## config.mk

```make
export PLATFORM = sky130hd
export DESIGN_NAME = asy_fifo_wr_arbiter
export DESIGN_NICKNAME = d
export VERILOG_FILES = /design/src/rtl/asy_fifo_wr_arbiter.sv
export SDC_FILE = /design/constraint.sdc
export NUM_CORES = 1
export LEC_CHECK = 0
export ABC_CLOCK_PERIOD_IN_PS = 5700
export CAP_MARGIN = 20
export CORE_ASPECT_RATIO = 1.75
export CORE_MARGIN = 4
export CORE_UTILIZATION = 49
export CTS_BUF_LIST = sky130_fd_sc_hd__clkbuf_2 sky130_fd_sc_hd__clkbuf_4 sky130_fd_sc_hd__clkbuf_8
export DETAILED_ROUTE_END_ITERATION = 8
export HOLD_SLACK_MARGIN = 0.03
export PLACE_DENSITY = 0.94
export SYNTH_ARGS = -nofsm -noshare
export SYNTH_HDL_FRONTEND = slang
export SYNTH_SLANG_ARGS = --single-unit
export TNS_END_PERCENT = 30
```

## constraint.sdc

```tcl
create_clock -name wr_clk -period 5.7 [get_ports wr_clk]
set_input_delay 1.14 -clock wr_clk [delete_from_list [all_inputs] [get_ports wr_clk]]
set_output_delay 1.14 -clock wr_clk [all_outputs]
set_load 0.005 [all_outputs]
```

## src/rtl/asy_fifo_wr_arbiter.sv

```systemverilog
// Round-robin, burst-holding arbiter that shares the async FIFO write port
// among NUM_REQ wr_clk-domain producers, gated by the FIFO full flag.
module asy_fifo_wr_arbiter #(
    parameter int unsigned WIDTH     = 8,
    parameter int unsigned NUM_REQ   = 4,
    parameter int unsigned BURST_MAX = 8,
    parameter int unsigned STALL_MAX = 4
) (
    input  logic                       wr_clk,
    input  logic                       reset,
    input  logic [NUM_REQ-1:0]         i_req_valid,
    input  logic [NUM_REQ-1:0]         i_req_last,
    input  logic [NUM_REQ*WIDTH-1:0]   i_req_data,
    output logic [NUM_REQ-1:0]         o_req_ready,
    input  logic                       i_fifo_wr_full,
    output logic                       o_fifo_wr_en,
    output logic [WIDTH-1:0]           o_fifo_data_in,
    output logic [$clog2(NUM_REQ)-1:0] o_grant_id,
    output logic                       o_busy,
    output logic                       o_burst_abort
);

    localparam int unsigned GW = $clog2(NUM_REQ);
    localparam int unsigned BW = $clog2(BURST_MAX + 1);
    localparam int unsigned SW = 8;

    localparam logic [0:0] S_IDLE  = 1'b0;
    localparam logic [0:0] S_BURST = 1'b1;

    logic [0:0]       r_state;
    logic [GW-1:0]    r_rr_ptr;
    logic [GW-1:0]    r_grant_id;
    logic [BW-1:0]    r_beat_cnt;
    logic [SW-1:0]    r_stall_cnt;
    logic             r_burst_abort;
    logic [WIDTH-1:0] r_data_hold;

    logic [0:0]       w_state_nxt;
    logic [GW-1:0]    w_rr_ptr_nxt;
    logic [GW-1:0]    w_grant_id_nxt;
    logic [BW-1:0]    w_beat_cnt_nxt;
    logic [SW-1:0]    w_stall_cnt_nxt;
    logic             w_burst_abort_nxt;
    logic [WIDTH-1:0] w_data_hold_nxt;

    logic             w_busy;
    logic             w_g_valid;
    logic             w_g_last;
    logic             w_accept;
    logic [WIDTH-1:0] w_slice;
    logic             w_found;
    logic [GW-1:0]    w_sel;
    logic [GW-1:0]    w_idx;

    assign w_busy    = (r_state == S_BURST);
    assign w_g_valid = i_req_valid[r_grant_id];
    assign w_g_last  = i_req_last[r_grant_id];
    assign w_slice   = i_req_data[r_grant_id*WIDTH +: WIDTH];
    assign w_accept  = w_busy & w_g_valid & ~i_fifo_wr_full;

    // Write strobe is suppressed while reset is high so an in-flight beat is dropped cleanly
    assign o_fifo_wr_en   = w_accept & ~reset;
    assign o_fifo_data_in = w_busy ? w_slice : r_data_hold;
    assign o_grant_id     = r_grant_id;
    assign o_busy         = w_busy;
    assign o_burst_abort  = r_burst_abort;

    always_comb begin
        o_req_ready = '0;
        if (w_busy && !reset) begin
            o_req_ready[r_grant_id] = ~i_fifo_wr_full;
        end
    end

    // First valid requester at or above rr_ptr, wrapping
    always_comb begin
        w_found = 1'b0;
        w_sel   = r_rr_ptr;
        w_idx   = '0;
        for (int unsigned i = 0; i < NUM_REQ; i++) begin
            w_idx = r_rr_ptr + GW'(i);
            if (!w_found && i_req_valid[w_idx]) begin
                w_found = 1'b1;
                w_sel   = w_idx;
            end
        end
    end

    always_comb begin
        w_state_nxt       = r_state;
        w_rr_ptr_nxt      = r_rr_ptr;
        w_grant_id_nxt    = r_grant_id;
        w_beat_cnt_nxt    = r_beat_cnt;
        w_stall_cnt_nxt   = r_stall_cnt;
        w_burst_abort_nxt = 1'b0;
        w_data_hold_nxt   = r_data_hold;
        case (r_state)
            S_IDLE: begin
                if (w_found) begin
                    w_state_nxt     = S_BURST;
                    w_grant_id_nxt  = w_sel;
                    w_beat_cnt_nxt  = '0;
                    w_stall_cnt_nxt = '0;
                end
            end
            S_BURST: begin
                w_data_hold_nxt = w_slice;
                if (w_accept) begin
                    w_beat_cnt_nxt  = r_beat_cnt + BW'(1);
                    w_stall_cnt_nxt = '0;
                    if (w_g_last || (r_beat_cnt == BW'(BURST_MAX - 1))) begin
                        w_state_nxt  = S_IDLE;
                        w_rr_ptr_nxt = r_grant_id + GW'(1);
                    end
                end else if (!w_g_valid) begin
                    // Backpressure with valid held high never reaches this branch
                    w_stall_cnt_nxt = r_stall_cnt + SW'(1);
                    if (r_stall_cnt == SW'(STALL_MAX - 1)) begin
                        w_state_nxt       = S_IDLE;
                        w_rr_ptr_nxt      = r_grant_id + GW'(1);
                        w_burst_abort_nxt = 1'b1;
                    end
                end
            end
            default: w_state_nxt = S_IDLE;
        endcase
    end

    always_ff @(posedge wr_clk or posedge reset) begin
        if (reset) begin
            r_state       <= S_IDLE;
            r_rr_ptr      <= '0;
            r_grant_id    <= '0;
            r_beat_cnt    <= '0;
            r_stall_cnt   <= '0;
            r_burst_abort <= 1'b0;
            r_data_hold   <= '0;
        end else begin
            r_state       <= w_state_nxt;
            r_rr_ptr      <= w_rr_ptr_nxt;
            r_grant_id    <= w_grant_id_nxt;
            r_beat_cnt    <= w_beat_cnt_nxt;
            r_stall_cnt   <= w_stall_cnt_nxt;
            r_burst_abort <= w_burst_abort_nxt;
            r_data_hold   <= w_data_hold_nxt;
        end
    end

endmodule

```

==> qor.csv, run 1 <==
stage,metric,value,unit
cells_and_area,regArea,651,um2
drt,ant_nets,0,
sta,fmaxAchievable,247,MHz
critical_path,cp_common_cell,clkdlybuf4s50_1,
critical_path,arrival,2.91,ns
synth,syn_inst,145,
hold_path,hold_end,r_data_hold[5],
cts,cts_buffers,3,
cells_and_area,final_core_util,0.726,
power_and_ir_drop,p_leak,0.939,nW
global_route,grt_pass1_wl,6.83,mm
synth,ys_ff_latch,26,
cts,path_clk_slew,0.09,ns
sta,setup_tns,0,ns
drt,wirelength,3.90,mm
run_status,status,"finished, final reports clean",
critical_path,r2r-end,r_rr_ptr[1],
cts,clockRootBuffer,clkbuf_8,
critical_path,crit_path_top_delay_cell,mux4_2,
critical_path,start_kind,input pin,
hold_path,hp-start,r_data_hold[5],
critical_path,path_max_fanout,10,
floorplanning,initial_core_util,0.505,
critical_path,reg2reg_from,o_grant_id[0],
global_route,grt_max_degree,22,
synth,synth_edf_count,0,
floorplanning,io_pins,60,
placement,post-place-ws,1.65,ns
synth,mappedNetlistArea,1590,um2
cells_and_area,fillers,227,
floorplanning,die_h,83.3,um
cells_and_area,fin_cells,246,
synth,yosys.area.top_type,dfrtp_1,
critical_path,r2r_slack,3.27,ns
floorplanning,die_x,51.0,um
drt,drt_pass1_iterations,4,
synth,synth_top_cells_by_area,"dfrtp_1 (41%), mux4_2 (14%), mux2_2 (7.1%)",
sta,slew_headroom,0.516,
critical_path,critPathKind,in -> out,
sta,setup_ws,1.65,ns
sta,fin_crit_sh,0.710,
hold_path,hold_depth,1,
placement,place.gp.congestion,0.841,
cells_and_area,syn_to_final_growth,43.6,%
critical_path,cp_top_family,buffers and inverters,
placement,dp_hpwl,3.10,mm
cells_and_area,final_area,2280,um2
drt,drt-initial-drc-count,27,
critical_path,required,4.56,ns
critical_path,r2r_cells,3,
floorplanning,core,3140,um2
cts,cts_tree,done,
cts,postCtsHoldBufs,0,
critical_path,crit_path_end_kind,output port,
synth,synth_top_area_share,0.410,
hold_path,hold_class,reg -> reg,
cts,cts_sinks,26,
global_route,overflow,0,
synth,ys_seq_area_frac,0.410,
sta,timing.final.hold_violations,0,
global_route,groute.usage.overall,0.209,
placement,port_buffers,59,
power_and_ir_drop,finalPower,929,uW
synth,synthFlopType,dfrtp_1,
drt,avgViaCountPerCell,5.67,
drt,drc,0,
drt,wl_per_cell,15.9,um
cts,clk_latency,0.28,ns
synth,yosysUniqueCellTypes,34,
placement,placed_cell_area,2210,um2
cells_and_area,nNetsFinal,253,
flow_run,max_cap_viol_count,0,
sta,tightest_slew,0.726,ns
floorplanning,row_count,27,
floorplanning,dieArea,4250,um2
sta,fin_crit,4.05,ns
power_and_ir_drop,peakVddDrop,0.276,mV
critical_path,cpPeakStageDelay,0.60,ns
placement,dp.cells,242,
cts,cts_setup_buffers,0,
sta,skew,0.00470,ns
synth,yosysWarnings,0,
cts,htreeDepth,1,
synth,synth_nets,194,
power_and_ir_drop,power_density,408,nW/um2
critical_path,path_cells,clkdlybuf4s50_1 > mux4_2 > and3_1 > clkdlybuf4s50_1,
critical_path,path_buf_inv,2,
sta,setup_viol,0,
global_route,grt_pass1_vias,1524,
cells_and_area,multiInputGateArea,872,um2
sta,finalMaxSlewViolations,0,
cts,clock_path_buffers,2,
cells_and_area,drive_above_1_share,0.143,
drt,route.vias.total,1396,
synth,async_reset_ff_frac,1.00,
sta,timing.hold.ws,0.502,ns
sta,rsz0062_at_grt,no,
cells_and_area,num_antenna_cells,0,
global_route,antenna_found_initial,0,
cts,cts_resized,0,
synth,syn_area_per_cell,11.0,um2
synth_stat cells, drive strengths merged (2+ instances only):
master,instances
dfrtp,26
nand2,12
mux2,10
mux4,10
nand3,10
inv,9
nor2,7
a21oi,6
ha,6
and3,5
nor2b,5
clkbuf,4
o21ai,4
o311ai,4
and2,3
buf,2
nand2b,2
nand4,2
o22ai,2
or2,2
or3,2
or4,2
xor2,2
area by class of cell:
| class | count | area share |
|---|---|---|
| timing repair buffer | 60 | 0.262 |
| sequential | 26 | 0.285 |
| tap | 43 | 0.0236 |
| clock inverter | 1 | 0.0132 |
| clock buffer | 3 | 0.0181 |
| inverter | 9 | 0.0148 |
| multi-input combinational | 104 | 0.383 |
cell families (layout without fill, tap and decap cells):
| logic type | Yosys count | count (layout) | synth area share |
|---|---|---|---|
| compound gates | 21 | 21 | 0.0930 |
| xor+xnor | 2 | 2 | 0.0110 |
| fa+ha+maj | 6 | 6 | 0.0473 |
| buf+inv | 15 | 73 | 0.0410 |
| flops | 26 | 26 | 0.410 |
| mux | 20 | 20 | 0.213 |
| simple gates | 55 | 55 | 0.185 |
power breakdown:
group | switching, mW | internal, mW
clock | 0.0649 | 0.0942
sequential | 0.0878 | 0.251
combinational | 0.163 | 0.268
metal layers:
metal	GRT usage	part of all wire	wire length, um
met1	0.225	0.35	1360
met2	0.377	0.56	2180
met3	0.0359	0.067	260
met4	0.0980	0.024	93
met5	0	0	0
how the worst max path moves through the flow:
stage                         startpoint              to  slack (ns)  cells after the start
after floorplan                    reset    o_fifo_wr_en        2.55                      2
after global placement    i_req_valid[1]    o_fifo_wr_en        1.69                      4
after detailed placement  i_req_valid[1]    o_fifo_wr_en        1.65                      4
after CTS                          reset  o_req_ready[1]        1.63                      4
after global routing               reset  o_req_ready[1]        1.47                      4
final                     i_req_valid[1]    o_fifo_wr_en        1.65                      4
cell usage in the layout, fill, tap and decap left out, types with 2 or more instances in the layout:
cell	count
or2_2	2
o22ai_1	2
mux4_2	10
nor2_1	7
or4_1	2
or3_1	2
nand3_1	10
inv_1	9
and3_1	5
nand4_1	2
dfrtp_1	26
nand2_1	12
mux2_2	10
nor2b_1	5
and2_1	3
clkdlybuf4s50_1	59
o21ai_0	4
xor2_1	2
a21oi_1	6
o311ai_1	3
clkbuf_8	3
ha_1	6
worst register-to-register path, cell delays in order, from the launching register on:
cell and delay, ns:
dfrtp_1 0.81, mux4_2 0.70, o311ai_2 0.43, mux2_2 0.38
flip-flops by register name, indices dropped and copies added (netlist names):
signal / count
o_burst_abort: 1
o_busy: 1
o_grant_id: 2
r_beat_cnt: 4
r_data_hold: 8
r_rr_ptr: 2
r_stall_cnt: 8
(Power assumes the default switching activity.)
==> inputs of run 2 (changes only) <==
--- a/config.mk
+++ b/config.mk
@@ -5,15 +5,15 @@
 export SDC_FILE = /design/constraint.sdc
 export NUM_CORES = 1
 export LEC_CHECK = 0
-export ABC_CLOCK_PERIOD_IN_PS = 5700
+export ABC_CLOCK_PERIOD_IN_PS = 4100
 export CAP_MARGIN = 20
 export CORE_ASPECT_RATIO = 1.75
 export CORE_MARGIN = 4
-export CORE_UTILIZATION = 49
+export CORE_UTILIZATION = 45
 export CTS_BUF_LIST = sky130_fd_sc_hd__clkbuf_2 sky130_fd_sc_hd__clkbuf_4 sky130_fd_sc_hd__clkbuf_8
 export DETAILED_ROUTE_END_ITERATION = 8
 export HOLD_SLACK_MARGIN = 0.03
-export PLACE_DENSITY = 0.94
+export PLACE_DENSITY = 0.87
 export SYNTH_ARGS = -nofsm -noshare
 export SYNTH_HDL_FRONTEND = slang
 export SYNTH_SLANG_ARGS = --single-unit
==> constraint.sdc (replaced) <==
create_clock -name wr_clk -period 4.1 [get_ports wr_clk]
set_input_delay 0.82 -clock wr_clk [delete_from_list [all_inputs] [get_ports wr_clk]]
set_output_delay 0.82 -clock wr_clk [all_outputs]
set_load 0.005 [all_outputs]
==> qor.csv, run 2 (same netlist as run 1, synthesis figures left out) <==
stage,metric,value,unit,change
sta,fin_crit_sh,0.828,,
global_route,grt_max_degree,19,,-14%
cts,postCtsHoldBufs,0,,unchanged
run_status,status,"finished, final reports clean",,
cts,cts_tree,done,,
cts,clock_path_buffers,2,,unchanged
power_and_ir_drop,p_int,813,uW,+32%
critical_path,cp_common_cell,clkdlybuf4s50_1,,
cts,clk_latency,0.28,ns,about the same
power_and_ir_drop,peakVddDrop,0.436,mV,+58%
sta,finalMaxSlewViolations,0,,unchanged
hold_path,hold_class,reg -> reg,,
power_and_ir_drop,switching_share,0.349,,+0.00949
drt,drt-initial-drc-count,16,,-41%
sta,setup_tns,0,ns,unchanged
sta,setup_ws,0.706,ns,-0.945 ns
drt,ant_nets,0,,unchanged
global_route,overflow,0,,unchanged
drt,wl_per_cell,16.1,um,+1.7%
global_route,groute.usage.overall,0.201,,-0.00768
placement,port_buffers,59,,unchanged
floorplanning,core,3400,um2,+8.2%
sta,timing.final.hold_violations,0,,unchanged
cells_and_area,final_common_cell,clkdlybuf4s50_1,,
cts,cts_buffers,3,,unchanged
power_and_ir_drop,power_frac_comb,0.509,,+0.045
cts,path_clk_slew,0.08,ns,about the same
cells_and_area,fillers,267,,+18%
cts,cts_setup_buffers,0,,unchanged
cells_and_area,num_antenna_cells,0,,unchanged
power_and_ir_drop,power_switching,436,uW,+38%
sta,setup_viol,0,,unchanged
cts,htreeDepth,1,,unchanged
drt,drc,0,,unchanged
cts,clockRootBuffer,clkbuf_8,,
critical_path,required,3.28,ns,-1.28 ns
drt,route.vias.total,1401,,+0.36%
power_and_ir_drop,clkPwrFrac,0.135,,-0.036
critical_path,crit_path_end_kind,output port,,
floorplanning,initial_core_util,0.467,,-0.0381
flow_run,max_cap_viol_count,0,,unchanged
sta,tightest_slew,0.626,ns,-0.0992 ns
drt,wirelength,4.02,mm,+2.9%
sta,fin_crit,3.39,ns,
sta,skew,0.00902,ns,+0.00432 ns
floorplanning,dieArea,4580,um2,+7.7%
drt,avgViaCountPerCell,5.63,,-0.85%
cells_and_area,final_cell_mix,"clkdlybuf4s50_1 (59), dfrtp_1 (26), nand2_1 (12)",,
cells_and_area,drive_above_1_share,0.147,,+0.00420
power_and_ir_drop,seqPwrFrac,0.356,,-0.009
critical_path,path_cells,clkdlybuf4s50_1 > mux4_2 > and3_1 > clkdlybuf4s50_1,,
floorplanning,row_count,28,,+3.7%
power_and_ir_drop,power_density,549,nW/um2,+35%
global_route,antenna_found_initial,0,,unchanged
critical_path,critPathKind,in -> out,,
cells_and_area,syn_to_final_growth,43.2,%,
sta,slew_headroom,0.582,,+0.0666
critical_path,path_max_fanout,10,,unchanged
floorplanning,die_h,86.6,um,+3.9%
critical_path,cpPeakStageDelay,0.60,ns,about the same
critical_path,start_kind,input pin,,
floorplanning,die_x,52.9,um,+3.7%
sta,fmaxAchievable,295,MHz,
global_route,grt_pass1_vias,1549,,+1.6%
cts,cts_resized,0,,unchanged
cells_and_area,nNetsFinal,254,,+0.40%
power_and_ir_drop,finalPower,1.25,mW,+34%
placement,post-place-ws,0.700,ns,-0.952 ns
drt,drt_pass1_iterations,4,,unchanged
cells_and_area,reg_top3,"r_data_hold x8, r_stall_cnt x8, r_beat_cnt x4",,
placement,place.gp.congestion,0.914,,+8.7%
critical_path,arrival,2.57,ns,-0.34 ns
cts,cts_sinks,26,,unchanged
floorplanning,io_pins,60,,unchanged
critical_path,crit_path_top_delay_cell,mux4_2,,
power_and_ir_drop,p_leak,0.938,nW,-0.20%
global_route,grt_pass1_wl,6.89,mm,+0.91%
placement,dp_hpwl,3.19,mm,+3.2%
sta,rsz0062_at_grt,no,,
run 2: per-layer routing:
layer  share of wire  GRT usage  routed length [um]
met1            0.36      0.221                1440
met2            0.55      0.362                2200
met3           0.067     0.0413                 270
met4           0.025     0.0837                 101
met5               0          0                   0
run 2: final timing paths:
| path | startpoint | cells past startpoint | slack (ns) | end |
|---|---|---|---|---|
| max in group asynchronous | reset | 3 | 2.61 | o_busy |
| setup / recovery | i_req_valid[1] | 4 | 0.71 | o_fifo_wr_en |
| min in group asynchronous | reset | 2 | 0.86 | r_beat_cnt[2] |
| setup reg to reg | o_busy | 4 | 1.91 | r_rr_ptr[0] |
| hold / removal | r_data_hold[2] | 1 | 0.50 | r_data_hold[2] |
| hold reg to reg | r_data_hold[2] | 1 | 0.50 | r_data_hold[2] |
run 2: critical path, delay by kind of cell:
kind,cells,cell delay [ns]
muxes,1,0.60
and+or+nand+nor,1,0.21
buffers and inverters,2,0.95
run 2: power groups by stage:
stage               sequential (mW)  combinational, mW  clock [mW]
CTS                           0.444              0.646       0.172
global route                  0.460              0.706       0.183
floorplan                     0.408              0.408           0
detailed placement            0.449              0.642           0
finish                        0.444              0.636       0.169
global placement              0.444              0.626           0
run 2: final cells by class:
cell class,instances,area [um2],share of cell area
multi-input combinational,104,872,0.384
sequential,26,651,0.286
timing repair buffer,61,606,0.266
tap,45,56.3,0.0248
clock buffer,4,55.1,0.0242
inverter,9,33.8,0.0149
run 2: stage by stage:
step	area (um2)	std cells	util	hold slack (ns)
after global placement	2220	245	0.653	0.479
after global routing	2270	249	0.669	0.515
final	2270	249	0.669	0.503
after floorplan	1590	145	-	0.476
after CTS	2270	249	0.669	0.508
after detailed placement	2220	245	0.653	0.486
